`src/rtl/cvxif_coproc_responder.sv`:
```
// Coprocessor-side CVXIF responder.
// Accepts offloaded custom-3 instructions, computes each result at accept time,
// parks it in an in-order queue with a latency countdown, and returns results
// strictly in issue order on a writeback port that cannot be stalled.

module cvxif_coproc_responder #(
    parameter int unsigned XLEN          = 64,
    parameter int unsigned TRANS_ID_BITS = 3,
    parameter int unsigned DEPTH         = 4,
    parameter int unsigned LONG_LAT      = 4
) (
    input  logic                     clk_i,
    input  logic                     rst_ni,
    input  logic                     flush_i,
    input  logic                     x_issue_valid_i,
    output logic                     x_issue_ready_o,
    input  logic [31:0]              x_off_instr_i,
    input  logic [TRANS_ID_BITS-1:0] x_trans_id_i,
    input  logic [XLEN-1:0]          x_rs1_i,
    input  logic [XLEN-1:0]          x_rs2_i,
    output logic                     x_result_valid_o,
    output logic [TRANS_ID_BITS-1:0] x_result_trans_id_o,
    output logic [XLEN-1:0]          x_result_data_o,
    output logic                     x_result_we_o,
    output logic                     x_result_ex_valid_o,
    output logic [XLEN-1:0]          x_result_ex_cause_o,
    output logic [XLEN-1:0]          x_result_ex_tval_o
);

    localparam int unsigned PTR_W = $clog2(DEPTH);
    localparam int unsigned CNT_W = (LONG_LAT > 1) ? $clog2(LONG_LAT) : 1;
    localparam int unsigned SH_W  = $clog2(XLEN);

    localparam logic [6:0] OPC_CUSTOM3 = 7'b1111011;
    localparam logic [2:0] F3_ADD      = 3'b000;
    localparam logic [2:0] F3_XOR      = 3'b001;
    localparam logic [2:0] F3_ROL      = 3'b010;
    localparam logic [2:0] F3_NOPW     = 3'b011;
    localparam logic [2:0] F3_DLY      = 3'b100;

    // Queue storage, one slot per in-flight instruction
    logic                     valid_r [DEPTH];
    logic [TRANS_ID_BITS-1:0] tid_r   [DEPTH];
    logic [XLEN-1:0]          data_r  [DEPTH];
    logic                     we_r    [DEPTH];
    logic                     ex_r    [DEPTH];
    logic [XLEN-1:0]          tval_r  [DEPTH];
    logic [CNT_W-1:0]         cnt_r   [DEPTH];

    logic [PTR_W-1:0]         wr_ptr_r;
    logic [PTR_W-1:0]         rd_ptr_r;
    logic [PTR_W:0]           count_r;

    logic                     full_s;
    logic                     push_s;
    logic                     retire_s;

    // Decoded result of the instruction currently offered
    logic [XLEN-1:0]          dec_data_s;
    logic                     dec_we_s;
    logic                     dec_ex_s;
    logic [XLEN-1:0]          dec_tval_s;
    logic [CNT_W-1:0]         dec_cnt_s;
    logic [2*XLEN-1:0]        rot_s;
    logic                     rd_nz_s;

    // Ready ignores a same-cycle pop: a full queue never accepts
    assign full_s          = (count_r == (PTR_W+1)'(DEPTH));
    assign x_issue_ready_o = !full_s && !flush_i;
    assign push_s          = x_issue_valid_i && x_issue_ready_o;
    assign retire_s        = !flush_i && valid_r[rd_ptr_r] && (cnt_r[rd_ptr_r] == CNT_W'(0));

    // Decode and execute the offered instruction; anything unknown becomes an illegal-instruction exception
    always_comb begin
        dec_data_s = '0;
        dec_we_s   = 1'b0;
        dec_ex_s   = 1'b0;
        dec_tval_s = '0;
        dec_cnt_s  = '0;
        rd_nz_s    = (x_off_instr_i[11:7] != 5'd0);
        // Rotating the doubled word keeps the shift-by-zero case correct
        rot_s      = {x_rs1_i, x_rs1_i} << x_rs2_i[SH_W-1:0];
        if ((x_off_instr_i[6:0] == OPC_CUSTOM3) && (x_off_instr_i[31:25] == 7'd0)) begin
            case (x_off_instr_i[14:12])
                F3_ADD: begin
                    dec_data_s = x_rs1_i + x_rs2_i;
                    dec_we_s   = rd_nz_s;
                end
                F3_XOR: begin
                    dec_data_s = x_rs1_i ^ x_rs2_i;
                    dec_we_s   = rd_nz_s;
                end
                F3_ROL: begin
                    dec_data_s = rot_s[2*XLEN-1:XLEN];
                    dec_we_s   = rd_nz_s;
                end
                F3_NOPW: begin
                    dec_data_s = '0;
                    dec_we_s   = 1'b0;
                end
                F3_DLY: begin
                    dec_data_s = x_rs1_i + x_rs2_i;
                    dec_we_s   = rd_nz_s;
                    dec_cnt_s  = CNT_W'(LONG_LAT - 1);
                end
                default: begin
                    dec_ex_s   = 1'b1;
                    dec_tval_s = XLEN'(x_off_instr_i);
                end
            endcase
        end else begin
            dec_ex_s   = 1'b1;
            dec_tval_s = XLEN'(x_off_instr_i);
        end
    end

    // Queue pointers and occupancy; flush empties the queue
    always_ff @(posedge clk_i or negedge rst_ni) begin
        if (!rst_ni) begin
            wr_ptr_r <= '0;
            rd_ptr_r <= '0;
            count_r  <= '0;
        end else if (flush_i) begin
            wr_ptr_r <= '0;
            rd_ptr_r <= '0;
            count_r  <= '0;
        end else begin
            if (push_s) begin
                wr_ptr_r <= wr_ptr_r + PTR_W'(1);
            end
            if (retire_s) begin
                rd_ptr_r <= rd_ptr_r + PTR_W'(1);
            end
            case ({push_s, retire_s})
                2'b10:   count_r <= count_r + (PTR_W+1)'(1);
                2'b01:   count_r <= count_r - (PTR_W+1)'(1);
                default: count_r <= count_r;
            endcase
        end
    end

    // Entry contents: load on push, count down every entry in flight, drop the head on retire
    always_ff @(posedge clk_i or negedge rst_ni) begin
        if (!rst_ni) begin
            for (int i = 0; i < int'(DEPTH); i++) begin
                valid_r[i] <= 1'b0;
                tid_r[i]   <= '0;
                data_r[i]  <= '0;
                we_r[i]    <= 1'b0;
                ex_r[i]    <= 1'b0;
                tval_r[i]  <= '0;
                cnt_r[i]   <= '0;
            end
        end else if (flush_i) begin
            for (int i = 0; i < int'(DEPTH); i++) begin
                valid_r[i] <= 1'b0;
            end
        end else begin
            for (int i = 0; i < int'(DEPTH); i++) begin
                if (valid_r[i] && (cnt_r[i] != CNT_W'(0))) begin
                    cnt_r[i] <= cnt_r[i] - CNT_W'(1);
                end
                if (retire_s && (PTR_W'(i) == rd_ptr_r)) begin
                    valid_r[i] <= 1'b0;
                end
                // A full queue never pushes, so push and retire never share a slot
                if (push_s && (PTR_W'(i) == wr_ptr_r)) begin
                    valid_r[i] <= 1'b1;
                    tid_r[i]   <= x_trans_id_i;
                    data_r[i]  <= dec_data_s;
                    we_r[i]    <= dec_we_s;
                    ex_r[i]    <= dec_ex_s;
                    tval_r[i]  <= dec_tval_s;
                    cnt_r[i]   <= dec_cnt_s;
                end
            end
        end
    end

    // Writeback presents the head when its countdown has expired; all fields are zero otherwise
    always_comb begin
        x_result_valid_o    = 1'b0;
        x_result_trans_id_o = '0;
        x_result_data_o     = '0;
        x_result_we_o       = 1'b0;
        x_result_ex_valid_o = 1'b0;
        x_result_ex_cause_o = '0;
        x_result_ex_tval_o  = '0;
        if (retire_s) begin
            x_result_valid_o    = 1'b1;
            x_result_trans_id_o = tid_r[rd_ptr_r];
            x_result_data_o     = data_r[rd_ptr_r];
            x_result_we_o       = we_r[rd_ptr_r];
            x_result_ex_valid_o = ex_r[rd_ptr_r];
            x_result_ex_cause_o = ex_r[rd_ptr_r] ? XLEN'(2) : XLEN'(0);
            x_result_ex_tval_o  = tval_r[rd_ptr_r];
        end else begin
            x_result_valid_o    = 1'b0;
        end
    end

endmodule

```
`config.mk`:
```
export PLATFORM = sky130hd
export DESIGN_NAME = cvxif_coproc_responder
export DESIGN_NICKNAME = d
export VERILOG_FILES = /design/src/rtl/cvxif_coproc_responder.sv
export SDC_FILE = /design/constraint.sdc
export NUM_CORES = 1
export LEC_CHECK = 0
export BUFFER_PORTS_ARGS = -buffer_cell sky130_fd_sc_hd__clkbuf_2
export CAP_MARGIN = 40
export CORE_ASPECT_RATIO = 1.75
export CORE_UTILIZATION = 45
export CTS_CLUSTER_DIAMETER = 100
export DETAILED_ROUTE_END_ITERATION = 6
export PLACE_DENSITY = 0.7
export RECOVER_POWER = 100
export SLEW_MARGIN = 20
export SYNTH_ARGS = -nofsm -noshare
export SYNTH_HDL_FRONTEND = slang
export SYNTH_SLANG_ARGS = --single-unit
```
`constraint.sdc`:
```
create_clock -name clk_i -period 3.3 [get_ports clk_i]
set_input_delay 0.495 -clock clk_i [delete_from_list [all_inputs] [get_ports clk_i]]
set_output_delay 0.495 -clock clk_i [all_outputs]
set_load 0.05 [all_outputs]
```
==> impl.org, run 1 <==
** Outcome
- Result of the run :: finished with violations
- The checks that failed: capacitance limit, slew limit.

** Placement
- The HPWL after detailed placement is around 84000 um.
- Setup slack at placement :: -0.520 ns
- Routability-driven placement finished with a final weighted congestion of approximately 1.1.
- Number of port buffers :: 270

** STA
- Number of endpoints with negative hold slack in the final report :: 0
- Worst max-slew margin expressed relative to the limit :: -0.502
- Ratio of final minimum period to clock period :: 0.998
- Static timing analysis puts the maximum clock frequency at ~300 MHz.
- Worst clock skew :: 0.0203 ns
- Once routing completed, OpenROAD measured the worst setup slack at ~0.0059 ns.
- Setup violations remaining at the end of the flow were counted as 0.
- For the pin with the worst max-slew slack, the measured transition is between 2 and 2.5 ns.
- Tmin final :: around 3.3 ns
- The max-slew violation total from the final report came to 80.

** CTS
- Skew-Pair Late Insertion Delay :: about 0.55 ns
- Clock Pin Slew Worst Setup and Hold Paths :: 0.07 ns
- TritonCTS created 37 clock buffers.
- Clock tree synthesis found a total of 423 sinks.
- CTS tree :: yes
- Worst-case clock buffer depth :: 3
- CTS built an H-tree with a depth of 2.
- CTS Root Cell :: clkbuf_16

** Synth
- In this run the cell area of the synthesized design comes to ~30000 um2.
- The synthesized netlist contains slightly below 90 unique library cells.
- Post-synthesis sequential area ratio :: 0.355
- Gate count of the mapped netlist :: around 3300
- The synthesized design contains 0 enable-type register cells.
- The biggest area contributor in the post-synthesis netlist is dfrtp_1.
- Ranked by instance count, the synthesized netlist is headed by 841 x nand2_1, 423 x dfrtp_1, 258 x o21ai_0.
- Top-area cell type share of the netlist area :: 0.355
- For this run, the number of Yosys warnings is 0.
- Flip-flop and latch count after synthesis :: approximately 420
- Synth async-reset ratio :: 1.00
- Synthesized area per cell :: 9.00 um2
- By area the synthesized netlist is led by dfrtp_1 35%, mux4_2 14%, nand2_1 11%.
- nand2_1 is the most common cell in the netlist.
- Leading register cell type out of synthesis :: dfrtp_1

** Min path
- In this run the worst hold path is classified as input port to register.
- The worst hold path begins at x_trans_id_i[1].
- The worst hold path passes through 3 cells.
- Worst min-delay path endpoint :: tid_r[7]

** Worst setup path
- WS Path Type :: input port to register
- The worst register-to-register path ends at data_r[218].
- The worst setup path is launched from an input port.
- For flop-to-flop paths, the worst setup slack is between 0.1 and 0.15 ns.
- Worst r2r src :: count_r[0]
- STA puts the critical path data arrival time at between 3 and 4 ns.
- R2R cell count :: 5
- The worst setup path is captured at a register.
- Critical-path maximum fanout :: 15
- STA puts the critical path data required time at between 3 and 4 ns.

** Layout
- Once layout is complete, the utilization of the core stands at 0.567.
- Net count, final :: about 4100
- Layout area overhead :: 24.4%
- In the final layout, the share of cells above drive strength 1 is 0.290.

** GRT
- Via count of the first global-routing pass :: roughly 28000
- Across every metal layer, demand over resource in global routing totals 0.331.
- Global route overflow :: 0
- The number of antenna violations at the first check in global routing came to 2.
- The first global-routing pass estimated 168000 um of wire.
- Entering global routing, the biggest net connects approximately 130 pins.

** Power
- Lkg Pwr :: between 15 and 20 nW
- Dividing total power by cell area gives a power density of between 400 and 500 nW/um2.
- Worst VDD drop :: 0.000305 V

** Floorplan
- Overall die height :: 343 um
- Horizontal extent of the die :: ~200 um
- The floorplan step defined a die boundary enclosing approximately 67000 um2.
- Num ports :: around 370
- Effective utilization at floorplan :: 0.456
- Area of the core :: ~65000 um2
- Placement row count :: about 120

** Drt
- Residual DRC count :: 0
- Mean routed wirelength per cell :: about 24 um
- After the first detailed-routing iteration, the DRC count stood at between 2000 and 2500.
- Total detailed-routing wirelength :: about 110000 um
- The first TritonRoute pass finished after 5 iterations.
- The detailed router placed around 28000 vias in this run.
- Via density per instance :: 5.90
- Number of nets with antenna violations after routing :: 0

** Flow run
- # Max-Cap Violations :: 1
-- flip-flops by register name, indices dropped and copies added, names as in the netlist, 3 cells and up --
name / count
count_r: 3
ex_r: 4
tval_r: 128
data_r: 256
tid_r: 12
valid_r: 4
we_r: 4
cnt_r: 8
-- power breakdown --
part	internal [W]	total, W	switching, W	leakage [nW]
clock	0.00254	0.00456	0.00202	0.613
combinational	0.00298	0.00696	0.00398	10.8
sequential	0.00620	0.00675	0.000549	5.68
-- worst max-delay path: stages --
cell      delay, ns
buf_4          0.09
buf_4          0.14
buf_4          0.24
mux2_1         0.42
clkbuf_1       0.18
mux2_2         0.28
mux2i_1        0.25
buf_4          0.18
nand2_1        0.04
o21ai_0        0.15
buf_4          0.16
mux4_2         0.32
nor2_1         0.09
a31oi_1        0.20
o21ai_1        0.20
nand2_1        0.16
o21ai_1        0.08
-- placed cells by master (no fill, tap or decap), types with 28 or more instances in the layout --
cell	count
buf_4	407
mux2i_1	67
nor2b_1	83
clkbuf_16	43
o31ai_1	35
a31oi_1	43
o21ai_0	271
mux2_2	62
mux4_2	181
nor2_1	152
o211ai_1	33
o21ai_1	63
clkbuf_1	28
conb_1	95
clkbuf_2	184
a21oi_1	149
clkbuf_8	46
nand2_1	837
inv_1	42
a21o_1	33
buf_12	48
dfrtp_1	421
ha_1	75
clkbuf_4	30
-- layer usage --
layer,global-route usage,part of all wire
met2,0.561,0.49
met3,0.0434,0.063
met1,0.376,0.36
met5,0,0.00021
met4,0.262,0.090
-- how the worst max path moves through the flow --
stage           startpoint                endpoint  slack (ns)  cells after the start
4_1_cts        rd_ptr_r[0]     x_result_data_o[38]       -0.05                      7
3_3_place_gp    x_rs1_i[1]             data_r[118]       -0.48                     15
3_5_place_dp    x_rs1_i[0]              data_r[54]       -0.52                     15
2_1_floorplan   x_rs2_i[1]             data_r[112]       -0.11                     15
6_report        x_rs2_i[2]             data_r[151]       0.006                     17
5_1_grt        rd_ptr_r[0]  x_result_ex_tval_o[28]       -0.02                      8
-- per-stage QoR --
step	hold WS [ns]	cells	power [W]	setup TNS, ns	instance area, um2
3_5_place_dp	0.457	4683	0.0135	-62.21	35200
2_1_floorplan	0.199	3408	0.0111	-0.448	30200
6_report	0.180	4763	0.0183	0	37100
4_1_cts	0.158	4754	0.0182	-1.17	37100
5_1_grt	0.184	4762	0.0192	-0.159	37100
3_3_place_gp	0.449	4683	0.0133	-56.40	35200
-- cell type report --
cell class / instances / area, um2
Clock buffer: 48 / 1060
Clock inverter: 20 / 206
Tap cell: 882 / 1100
Multi-Input combinational cell: 2596 / 17900
Timing Repair Buffer: 746 / 6050
Sequential cell: 423 / 10600
Inverter: 47 / 179
Fill cell: 6009 / 28400
Antenna cell: 1 / 2.50
-- logic make-up (layout without fill, tap and decap cells) --
logic type | Yosys count | after routing | share of synthesized area
compound gates | 800 | 800 | 0.165
xor+xnor | 32 | 32 | 0.00939
fa+ha+maj | 77 | 77 | 0.0328
buf+inv | 390 | 861 | 0.0654
flops | 423 | 423 | 0.355
mux | 334 | 334 | 0.193
other cells | 1 | 96 | 0.000126
simple gates | 1257 | 1258 | 0.180
-- repair_timing --
action / 4_1_cts / 5_1_grt
gates cloned: 2 / 5
resized for setup: 141 / 36
pin swaps: 1 / 4
setup buffers: 0 / 3
setup endpoints to repair: 92 / 140
hold buffers: 1 / 0
endpoints found under the hold margin: 57 / 0
No activity file was read; power rests on OpenSTA's default activity.
==> run 2, diff against run 1 <==
--- a/config.mk
+++ b/config.mk
@@ -13,6 +13,7 @@
 export DETAILED_ROUTE_END_ITERATION = 6
 export PLACE_DENSITY = 0.7
 export RECOVER_POWER = 100
+export SETUP_SLACK_MARGIN = 0.05
 export SLEW_MARGIN = 20
 export SYNTH_ARGS = -nofsm -noshare
 export SYNTH_HDL_FRONTEND = slang
==> run 2 against run 1 <==
The flow still finishes with violations (capacitance limit, slew limit); final cell count about the same; wire length grew 0.92%; critical path type unchanged; die area unchanged; highest routed layer is now met4; sequential share of layout area up 0.60 points; largest power group unchanged.
==> impl.org, run 2 (synthesis gave the netlist of run 1 again) <==
** Outcome
- Result of the run :: finished with violations (unchanged)
- Failing checks: capacitance limit, slew limit (unchanged).

** Layout
- Largest registers: data_r: 256 flops, tval_r: 128 flops, tid_r: 12 flops (unchanged).
- The filler cell count in the final layout is 6136 (was 6009).
- Fraction of final layout cells sized beyond drive strength 1 :: 0.286 (was 0.290)
- The growth of design area from synthesis to finish came to 21.8% (was 24.4%).
- The area of all placed cells without fillers is 36400 um2 (was 37100 um2).
- The number of non-filler instances in the completed layout came to 4760 (was 4763).
- Leading cell types in the layout, fill and taps excluded :: 839 x nand2_1, 421 x dfrtp_1, 384 x buf_4, 270 x o21ai_0, 245 x clkbuf_2 (was 837 x nand2_1, 421 x dfrtp_1, 407 x buf_4, 271 x o21ai_0, 184 x clkbuf_2)
- Flip-flop count of the largest register, all copies and words added :: 256 (unchanged)
- Utilization after layout :: 0.555 (was 0.567)
- The number of nets in the layout was 4095 (unchanged).
- The register bank with the most flops is data_r (unchanged).
- Commonest non-fill, non-tap cell in the layout :: nand2_1 (unchanged)

** Drt
- The residual DRC count is 0 (unchanged).
- The count of vias placed by the detailed router came to 28119 (was 28085).
- The routed length per placed instance came to 23.9 um (was 23.6 um).
- Detailed-router iteration count before antenna repair :: 5 (unchanged)
- Number of nets with antenna violations after routing :: 0 (unchanged)
- The total detailed-routing wirelength is 114000 um (was 113000 um).
- The ratio of routed vias to standard cells is 5.91 (was 5.90).
- The violation count after the first detailed-route iteration is 1970 (was 2007).

** Power
- Power Density :: 494 nW/um2 (was 492 nW/um2)
- Lkg Pwr :: 16.9 nW (was 17.1 nW)
- Worst VDD drop :: 0.000395 V (was 0.000305 V)
- Total design power :: 0.0180 W (was 0.0183 W)

** CTS
- The root cell of the clock tree was clkbuf_16 (unchanged).
- The TritonCTS clock tree is yes (unchanged).
- Clock Pin Slew Worst Setup and Hold Paths :: 0.07 ns (about the same)
- Number of H-tree levels :: 2 (unchanged)
- Number of buffers added by the clock tree synthesis step :: 36 (was 37)
- Skew-Pair Late Insertion Delay :: 0.55 ns (about the same)
- The number of buffers on the longest clock path came to 3 (unchanged).
- Total clock sinks :: 423 (unchanged)

** STA
- Unrepaired setup endpoints after global routing :: true
- Count of final max-slew check failures :: 71 (was 80)
- Slew at the pin closest to its max-slew limit :: 1.52 ns (was 2.25 ns)
- Worst clock skew :: 0.0125 ns (was 0.0203 ns)
- The setup-violating endpoint count in the final report was 0 (unchanged).
- Ratio of final minimum period to clock period :: 0.989 (was 0.998)
- Worst max-slew margin expressed relative to the limit :: -0.0105 (was -0.502)
- The post-layout minimum cycle time is 3.27 ns (was 3.29 ns).
- The final hold violation count was 0 (unchanged).
- The worst hold slack is 0.196 ns (was 0.180 ns).
- Max Fclk :: 306 MHz (was 304 MHz)

** GRT
- Total routing usage reported by global routing :: 0.339 (was 0.331)
- The number of antenna violations at the first check in global routing is 0 (was 2).
- The via count of the first global-routing pass came to 28071 (was 27737).
- The wire length of the first global-routing pass came to 171000 um (was 168000 um).
- Global route overflow :: 0 (unchanged)
- Maximum number of pins on one net before global-route repair :: 89 (was 126)

** Floorplan
- The number of cell rows came to 124 (unchanged).
- The number of ports placed on the die boundary was 366 (unchanged).
- The die width was 197 um (unchanged).
- Area of the core :: 65500 um2 (unchanged)
- Die outline area :: 67400 um2 (unchanged)
- Effective utilization at floorplan :: 0.456 (unchanged)
- Overall die height :: 343 um (unchanged)

** Min path
- The worst hold-check path type is input port to register (unchanged).
- Startpoint of the worst hold path :: x_trans_id_i[2] (was x_trans_id_i[1])

** Worst setup path
- CP Launch Point :: x_rs1_i[0] (was x_rs2_i[2])
- The largest fanout on the critical path came to 5 (was 15).
- The endpoint type of the worst setup path is a register (unchanged).
- Worst endpoint data arrival time :: 3.70 ns (was 3.69 ns)
- WS Path Type :: input port to register (unchanged)
- The critical path startpoint category is an input port (unchanged).
- The required time of the critical path is 3.73 ns (was 3.70 ns).
- The startpoint of the most critical register-to-register path was count_r[0] (unchanged).

** Placement
- Last weighted congestion value of the routability-driven placer :: 1.05 (was 1.06)
- Post-placement cell area :: 35300 um2 (was 35200 um2)
- Number of port buffers :: 270 (unchanged)
- The post-DP HPWL is 87000 um (was 84300 um).
- The number of cells in the design after placement was 4690 (was 4683).

** Flow run
- The max capacitance violation total is 1 (unchanged).
run 2: cell types whose count changed in the layout (fill, tap and decap cells not counted), sizes merged:
cell	previous run	this run
clkbuf	331	357
buf	462	440
clkinvlp	5	2
bufinv	3	2
inv	49	50
or3	11	13
clkinv	10	4
run 2: final cells by class:
| cell class | count | area [um2] | share of cell area |
|---|---|---|---|
| timing repair buffer | 745 | 5320 | 0.146 |
| clock buffer | 53 | 1090 | 0.0299 |
| sequential | 423 | 10600 | 0.291 |
| antenna | 1 | 2.50 | 0.0000688 |
| inverter | 47 | 179 | 0.00492 |
| tap | 882 | 1100 | 0.0304 |
| clock inverter | 11 | 124 | 0.00341 |
| multi-input combinational | 2598 | 17900 | 0.494 |
run 2: final timing paths:
kind / cells after the start / endpoint / slack (ns)
min in group asynchronous: 2 / data_r[241] / 0.49
worst max register to register: 7 / tval_r[11] / 0.35
worst min-delay path: 3 / tid_r[2] / 0.20
worst max-delay path: 15 / data_r[252] / 0.03
max in group asynchronous: 3 / data_r[203] / 0.81
worst min register to register: 2 / data_r[157] / 0.47
run 2: layer usage:
metal	vias to the layer above	wire, um	GRT usage
met5	-	0	0
met4	0	11700	0.295
met3	397	7020	0.0380
met2	1417	54500	0.571
met1	13650	40400	0.382
li1	12655	-	-
run 2: timing repair:
item                                    in CTS  in global routing
resized for setup                          103                 34
endpoints found under the setup margin     107                144
hold endpoints to repair                    17                  0
hold buffers                                 1                  0
pin swaps                                    3                 13
cloned                                       3                  0
setup buffers                                0                  1
run 2: power by group:
part | switching (W) | total (W) | internal, W
registers | 0.000555 | 0.00676 | 0.00620
logic | 0.00397 | 0.00680 | 0.00282
clock network | 0.00196 | 0.00442 | 0.00246
total | 0.00649 | 0.0180 | 0.0115
run 2: critical path, cell delays in order:
cell and delay [ns]:
buf_2 0.12, ha_4 0.16, inv_2 0.05, fa_2 0.18, nor2b_1 0.05, o31a_1 0.31
o211ai_1 0.32, a41oi_2 0.30, a21o_1 0.32, a211o_4 0.39, a31oi_4 0.37, xnor2_2 0.15
nand2_1 0.09, o21ai_2 0.08, mux2_2 0.29
run 2: stage by stage:
step	setup slack [ns]	setup TNS, ns
detailed placement	-0.689	-47.99
global placement	-0.680	-43.01
floorplan	-0.112	-0.448
finish	0.0349	0
global route	-0.00922	-0.00922
CTS	-0.0386	-0.0655
